File: config.mk
export PLATFORM = sky130hd
export DESIGN_NAME = circle_buf_reader
export DESIGN_NICKNAME = d
export VERILOG_FILES = /design/src/rtl/circle_buf_reader_pkg.sv /design/src/rtl/cbr_skid.sv /design/src/rtl/circle_buf_reader.sv
export SDC_FILE = /design/constraint.sdc
export NUM_CORES = 1
export LEC_CHECK = 0
export CORE_ASPECT_RATIO = 0.7
export CORE_MARGIN = 10
export CORE_UTILIZATION = 30
export DETAILED_ROUTE_END_ITERATION = 16
export GPL_ROUTABILITY_DRIVEN = 0
export SYNTH_ARGS = -nofsm -noshare
export SYNTH_HDL_FRONTEND = slang
export SYNTH_SLANG_ARGS = --single-unit
File: constraint.sdc
create_clock -name clk -period 5.2 [get_ports clk]
set_clock_uncertainty 0.1 [all_clocks]
set_input_delay 0.78 -clock clk [delete_from_list [all_inputs] [get_ports clk]]
set_output_delay 0.78 -clock clk [all_outputs]
set_load 0.01 [all_outputs]
File: src/rtl/circle_buf_reader_pkg.sv
// circle_buf_reader_pkg
//   Shared definitions for the circular-buffer readout sequencer:
//   FSM state encoding and the layout of the optional 2-word bank header.
package circle_buf_reader_pkg;

  typedef enum logic [2:0] {
    S_IDLE,
    S_START,
    S_HDR0,
    S_HDR1,
    S_READ,
    S_DRAIN,
    S_DONE
  } state_t;

  // Header words, in stream order, captured when a bank starts.
  localparam int HDR_STAT_IDX  = 0;
  localparam int HDR_COUNT_IDX = 1;
  localparam int HDR_WORDS     = 2;

endpackage

File: src/rtl/cbr_skid.sv
// cbr_skid
//   Two-entry FIFO between the buffer read port and the output stream.
//   Two entries cover the word already in flight from the buffer plus the
//   one at the output, so the stream can run at one word per cycle.
// Ports
//   clk, rst              clock, synchronous active-high reset
//   in_data/in_valid      write side; in_ready high while not full
//   out_data/out_valid    head of FIFO; popped when out_valid & out_ready
//   count                 current occupancy (0..2)
module cbr_skid #(
  parameter int w = 17
) (
  input  logic         clk,
  input  logic         rst,
  input  logic [w-1:0] in_data,
  input  logic         in_valid,
  output logic         in_ready,
  output logic [w-1:0] out_data,
  output logic         out_valid,
  input  logic         out_ready,
  output logic [1:0]   count
);

  logic [w-1:0] mem_q [2];
  logic         wr_ptr_q, wr_ptr_d;
  logic         rd_ptr_q, rd_ptr_d;
  logic [1:0]   count_q, count_d;
  logic         push, pop;

  // NOTE: every signal assigned in an always_comb gets a value on every path
  // (defaults or full if/else); a missing branch would infer a latch.
  always_comb begin
    in_ready  = (count_q != 2'd2);
    out_valid = (count_q != 2'd0);
    out_data  = mem_q[rd_ptr_q];
    push      = in_valid & in_ready;
    pop       = out_valid & out_ready;
    wr_ptr_d  = wr_ptr_q ^ push;
    rd_ptr_d  = rd_ptr_q ^ pop;
    count_d   = count_q + {1'b0, push} - {1'b0, pop};
  end

  assign count = count_q;

  // NOTE: state registers use non-blocking (<=) assignments so every flop
  // samples the pre-edge value of its inputs regardless of block ordering.
  always_ff @(posedge clk) begin
    if (rst) begin
      wr_ptr_q <= 1'b0;
      rd_ptr_q <= 1'b0;
      count_q  <= 2'd0;
    end else begin
      wr_ptr_q <= wr_ptr_d;
      rd_ptr_q <= rd_ptr_d;
      count_q  <= count_d;
    end
  end

  // NOTE: storage is not reset; an entry is only read after it has been
  // written, and the occupancy count that gates reads is reset.
  always_ff @(posedge clk) begin
    if (push) mem_q[wr_ptr_q] <= in_data;
  end

endmodule

File: src/rtl/circle_buf_reader.sv
// circle_buf_reader
//   Readout sequencer for a double-buffered circular capture buffer. Waits
//   for a full bank, optionally emits a 2-word header (stat, count), then
//   reads every address in order into a ready/valid stream. The strobe on
//   the final address is the buffer's flip command.
// Ports
//   clk, rst             clock (buffer oclk), synchronous active-high reset
//   arm                  pulse: read the next available bank once
//   cont                 1: keep reading banks back to back
//   cb_enable            buffer has a full bank ready
//   cb_addr / cb_stb     buffer read address / flip strobe (last address)
//   cb_dout              buffer data, one cycle after cb_addr
//   cb_stat / cb_count   buffer status words, captured at bank start
//   m_data/m_valid/m_ready/m_last   output stream
//   busy                 sequencer not idle
//   banks_done           completed-bank counter (wraps)
module circle_buf_reader
  import circle_buf_reader_pkg::*;
#(
  parameter int dw  = 16,
  parameter int aw  = 13,
  parameter int hdr = 1
) (
  input  logic          clk,
  input  logic          rst,
  input  logic          arm,
  input  logic          cont,
  input  logic          cb_enable,
  output logic [aw-1:0] cb_addr,
  output logic          cb_stb,
  input  logic [dw-1:0] cb_dout,
  input  logic [15:0]   cb_stat,
  input  logic [15:0]   cb_count,
  output logic [dw-1:0] m_data,
  output logic          m_valid,
  input  logic          m_ready,
  output logic          m_last,
  output logic          busy,
  output logic [15:0]   banks_done
);

  state_t        state_q, state_d;
  logic [aw-1:0] addr_q, addr_d;
  logic          inflight_q, inflight_d;
  logic          inflight_last_q, inflight_last_d;
  logic          armed_q, armed_d;
  logic [15:0]   banks_done_q, banks_done_d;
  logic [15:0]   hdr_q [HDR_WORDS];
  logic [15:0]   hdr_d [HDR_WORDS];

  logic          skid_in_valid, skid_in_ready, skid_out_valid, skid_pop;
  logic [dw:0]   skid_in_data, skid_out_data;
  logic [1:0]    skid_count;
  logic [2:0]    occupancy;
  logic [dw-1:0] hdr_word;

  // Skid entries carry {last, data}.
  cbr_skid #(.w(dw + 1)) u_skid (
    .clk       (clk),
    .rst       (rst),
    .in_data   (skid_in_data),
    .in_valid  (skid_in_valid),
    .in_ready  (skid_in_ready),
    .out_data  (skid_out_data),
    .out_valid (skid_out_valid),
    .out_ready (m_ready),
    .count     (skid_count)
  );

  // Slots committed after this cycle: a word leaving the skid this cycle
  // frees its slot now, which keeps the stream at one word per cycle.
  assign skid_pop  = skid_out_valid & m_ready;
  assign occupancy = {1'b0, skid_count} + {2'b00, inflight_q} - {2'b00, skid_pop};

  always_comb begin
    state_d         = state_q;
    addr_d          = addr_q;
    inflight_d      = 1'b0;
    inflight_last_d = 1'b0;
    armed_d         = armed_q | arm;
    banks_done_d    = banks_done_q;
    hdr_d           = hdr_q;
    hdr_word        = '0;
    cb_stb          = 1'b0;
    skid_in_valid   = 1'b0;
    skid_in_data    = '0;

    // A word requested last cycle is always captured; slot accounting
    // guarantees the skid has room for it.
    if (inflight_q) begin
      skid_in_valid = 1'b1;
      skid_in_data  = {inflight_last_q, cb_dout};
    end

    unique case (state_q)
      S_IDLE: begin
        if ((armed_q | cont) && cb_enable) state_d = S_START;
      end
      S_START: begin
        hdr_d[HDR_STAT_IDX]  = cb_stat;
        hdr_d[HDR_COUNT_IDX] = cb_count;
        addr_d               = '0;
        // The request that started this bank is consumed; an arm arriving
        // right now stays pending for the next bank.
        armed_d              = arm;
        state_d              = (hdr != 0) ? S_HDR0 : S_READ;
      end
      S_HDR0: begin
        hdr_word[15:0] = hdr_q[HDR_STAT_IDX];
        skid_in_valid  = 1'b1;
        skid_in_data   = {1'b0, hdr_word};
        if (skid_in_ready) state_d = S_HDR1;
      end
      S_HDR1: begin
        hdr_word[15:0] = hdr_q[HDR_COUNT_IDX];
        skid_in_valid  = 1'b1;
        skid_in_data   = {1'b0, hdr_word};
        if (skid_in_ready) state_d = S_READ;
      end
      S_READ: begin
        if (occupancy < 3'd2) begin
          addr_d          = addr_q + 1'b1;
          inflight_d      = 1'b1;
          inflight_last_d = &addr_q;
          if (&addr_q) begin
            cb_stb  = cb_enable;
            state_d = S_DRAIN;
          end
        end
      end
      S_DRAIN: begin
        if ((skid_count == 2'd0) && !inflight_q) state_d = S_DONE;
      end
      S_DONE: begin
        // One idle cycle lets the buffer's enable reflect the flip.
        banks_done_d = banks_done_q + 16'd1;
        state_d      = S_IDLE;
      end
      default: state_d = S_IDLE;
    endcase
  end

  always_ff @(posedge clk) begin
    if (rst) begin
      state_q         <= S_IDLE;
      addr_q          <= '0;
      inflight_q      <= 1'b0;
      inflight_last_q <= 1'b0;
      armed_q         <= 1'b0;
      banks_done_q    <= 16'd0;
    end else begin
      state_q         <= state_d;
      addr_q          <= addr_d;
      inflight_q      <= inflight_d;
      inflight_last_q <= inflight_last_d;
      armed_q         <= armed_d;
      banks_done_q    <= banks_done_d;
    end
  end

  // Header capture is always written before it is read.
  always_ff @(posedge clk) begin
    hdr_q <= hdr_d;
  end

  assign cb_addr    = addr_q;
  assign m_data     = skid_out_data[dw-1:0];
  assign m_valid    = skid_out_valid;
  assign m_last     = skid_out_valid & skid_out_data[dw];
  assign busy       = (state_q != S_IDLE);
  assign banks_done = banks_done_q;

endmodule

==> results.sh <==
export IMPL_status="completed"
export IMPL_grt_pass1_vias=3255
export IMPL_synthTopCellsByArea="edfxtp_1 (44%), dfxtp_1 (17%), mux2_2 (4.2%)"
export IMPL_synthMuxAreaShare_pct=8.432
export IMPL_cts_sinks=105
export IMPL_ys_ff_latch=105
export IMPL_synth_distinct_cells=48
export IMPL_synth_simple_area_share_pct=15.34
export IMPL_leakage_nw=1.973
export IMPL_post_cts_repair_setup_buffers=0
export IMPL_synth_top_cell_area_share_pct=43.79
export IMPL_pwr_share_comb_pct=23.8
export IMPL_crit_type="in2out"
export IMPL_rows=37
export IMPL_vias=3202
export IMPL_swShare_pct=29.14
export IMPL_htreeDepth=3
export IMPL_max_freq_ghz=0.2215
export IMPL_slew_headroom_pct=43.79
export IMPL_die_area_sq_mm=0.02048
export IMPL_fill_cells=1411
export IMPL_dpl_hpwl_um=8599
export IMPL_synth_top_family_by_area="simple AND/OR/NAND/NOR gates"
export IMPL_drt_total_wl_um=11530
export IMPL_antenna_found_initial=0
export IMPL_grt_pass1_wl_um=17770
export IMPL_grt_max_degree=35
export IMPL_syn_area_sq_mm=0.004526
export IMPL_grt_use_total_pct=10.93
export IMPL_async_flop_share_pct=0
export IMPL_p_int_mw=1.558
export IMPL_highest_layer="met4"
export IMPL_num_antenna_cells=0
export IMPL_ir_worst_vdd_uv=143.7
export IMPL_synth_cells=374
export IMPL_p_per_area_mw_per_mm2=364.4
export IMPL_ant_nets=0
export IMPL_cts_repair_resized=0
export IMPL_ys_seq_area_share_pct=61.05
export IMPL_start_kind="primary input"
export IMPL_ctsHoldBuffers=0
export IMPL_rsz0062_at_grt="false"
export IMPL_drt_met1_wl_um=5424
export IMPL_worst_pin_slew_ns=0.8432
export IMPL_clockBufferDepth=2
export IMPL_yosys_area_top_type="edfxtp_1"
export IMPL_via_per_inst=4.772
export IMPL_die_y_um=122.8
export IMPL_synth_edf_count=66
export IMPL_worstSetupEndpointType="output port"
export IMPL_final_common_cell="clkdlybuf4s50_1"
export IMPL_synth_compound_area_share_pct=6.663
export IMPL_cts_tree="done"
export IMPL_core_sq_mm=0.01472
export IMPL_synth_main_ff_cell="edfxtp_1"
export IMPL_maxCapViolCount=0
export IMPL_cp_required_ns=4.32
export IMPL_synth_adder_area_share_pct=2.378
export IMPL_io_pin_count=103
export IMPL_die_w_um=166.8
export IMPL_clkTransAtPathRegs_ns=0.07
export IMPL_root_buffer="clkbuf_16"
export IMPL_grt_ovfl_total=0
export IMPL_wl_met2_um=5544
export IMPL_worstHoldPathType="reg2reg"
export IMPL_setup_tns_ns=0
export IMPL_port_buffers=102
export IMPL_p_switching_uw=640.5
export IMPL_maxSlewViolCount=0
export IMPL_synth_avg_cell_area_sq_um=12.10
export IMPL_path_max_fanout=5
export IMPL_fin_crit_ns=4.515
export IMPL_layout_drive_gt1_share_pct=10.08
export IMPL_syn_nets=436
export IMPL_layout_common_cells="clkdlybuf4s50_1 (102), edfxtp_1 (66), dfxtp_1 (39), nand3_1 (27), nor2_1 (25)"
export IMPL_holdWs_ns=0.3980
export IMPL_clockPowerShare_pct=29.9
export IMPL_final_period_utilization_pct=86.83
export IMPL_met3RoutedLength_um=418
export IMPL_avgRoutedWirePerCell_um=17.18
export IMPL_synth_xor_area_share_pct=3.290
export IMPL_clock_latency_ns=0.34
export IMPL_setup_viol=0
export IMPL_first_pass_iters=4
export IMPL_nets=533
export IMPL_start_util_pct=30.74
export IMPL_cp_data_arrival_time_ns=3.64
export IMPL_cts_made_buffers=9
export IMPL_p_seq_share_pct=46.3
export IMPL_area_growth_pct=33.29
export IMPL_synth_warnings=0
export IMPL_drt_first_iter_violations=275
export IMPL_hold_viol_final=0
export IMPL_drc=0
synthesized netlist by cell type (all sizes together) (2+ instances only):
cell type and instances:
a21oi 17, a31oi 2, and2 2, and3 2, buf 4, clkbuf 15
dfxtp 39, edfxtp 66, ha 7, inv 13, mux2 17, mux2i 19
nand2 12, nand3 27, nand3b 3, nand4 10, nor2 25, nor2b 3
nor3 6, nor3b 2, nor4 7, o21ai 22, o31ai 6, or2 4
or3 6, or3b 2, or4 6, xnor2 12, xor2 5
per-layer routing:
layer  vias up  global-route usage, %
met1      1550                  14.15
met4         0                  3.775
met5         -                      0
met2        60                  17.47
met3        10                  2.843
li1       1582                      -
cells by family after synthesis:
family          count (synthesis)
simple gates                  123
flops                         105
compound gates                 53
mux                            36
buf+inv                        32
xor+xnor                       17
fa+ha+maj                       8
sequential cells by signal (all words and copies together), names as in the netlist:
register         cells
u_skid.mem_q        34
hdr_q               32
banks_done          16
cb_addr             13
state_q              3
u_skid.count         2
armed_q              1
inflight_last_q      1
inflight_q           1
u_skid.rd_ptr_q      1
u_skid.wr_ptr_q      1
through the flow:
step	total power [mW]	util, %	setup slack (ns)	instances	instance area [sq um]
floorplan	1.330	-	0.9244	374	4526
global placement	1.544	38.98	0.7160	655	5738
detailed placement	1.556	38.98	0.7405	655	5738
CTS	2.216	40.93	0.7195	671	6026
global route	2.306	40.97	0.5532	671	6032
finish	2.198	40.97	0.6849	671	6032
power by group through the flow:
stage	clock network, mW	logic, mW	registers (mW)
final	0.656	0.524	1.02
after global routing	0.710	0.567	1.03
after CTS	0.675	0.522	1.02
after detailed placement	0	0.518	1.04
after global placement	0	0.508	1.04
after floorplan	0	0.324	1.01
final timing paths:
| path | from | end | slack (ns) | cells past startpoint |
|---|---|---|---|---|
| hold / removal | banks_done[15] | banks_done[15] | 0.40 | 2 |
| setup / recovery | m_ready | cb_stb | 0.68 | 9 |
| setup reg to reg | u_skid.count[1] | cb_addr[8] | 1.98 | 9 |
| hold reg to reg | banks_done[15] | banks_done[15] | 0.40 | 2 |
cell type report:
class,count,area [sq um],area share [%]
clock buffer,9,225.2,3.734
sequential,105,2763,45.80
inverter,13,48.80,0.8090
tap,195,244.0,4.045
clock inverter,7,62.56,1.037
timing repair buffer,105,1044,17.30
multi-input combinational,237,1645,27.28
critical path, cell delays in order:
cell,delay (ns)
clkdlybuf4s50_1,0.48
and2_1,0.18
ha_1,0.26
nor2_1,0.14
fa_1,0.51
nor3_1,0.43
nand3_1,0.18
nor2_1,0.13
clkdlybuf4s50_1,0.55
Note: power is estimated with default switching activity, not from simulation.
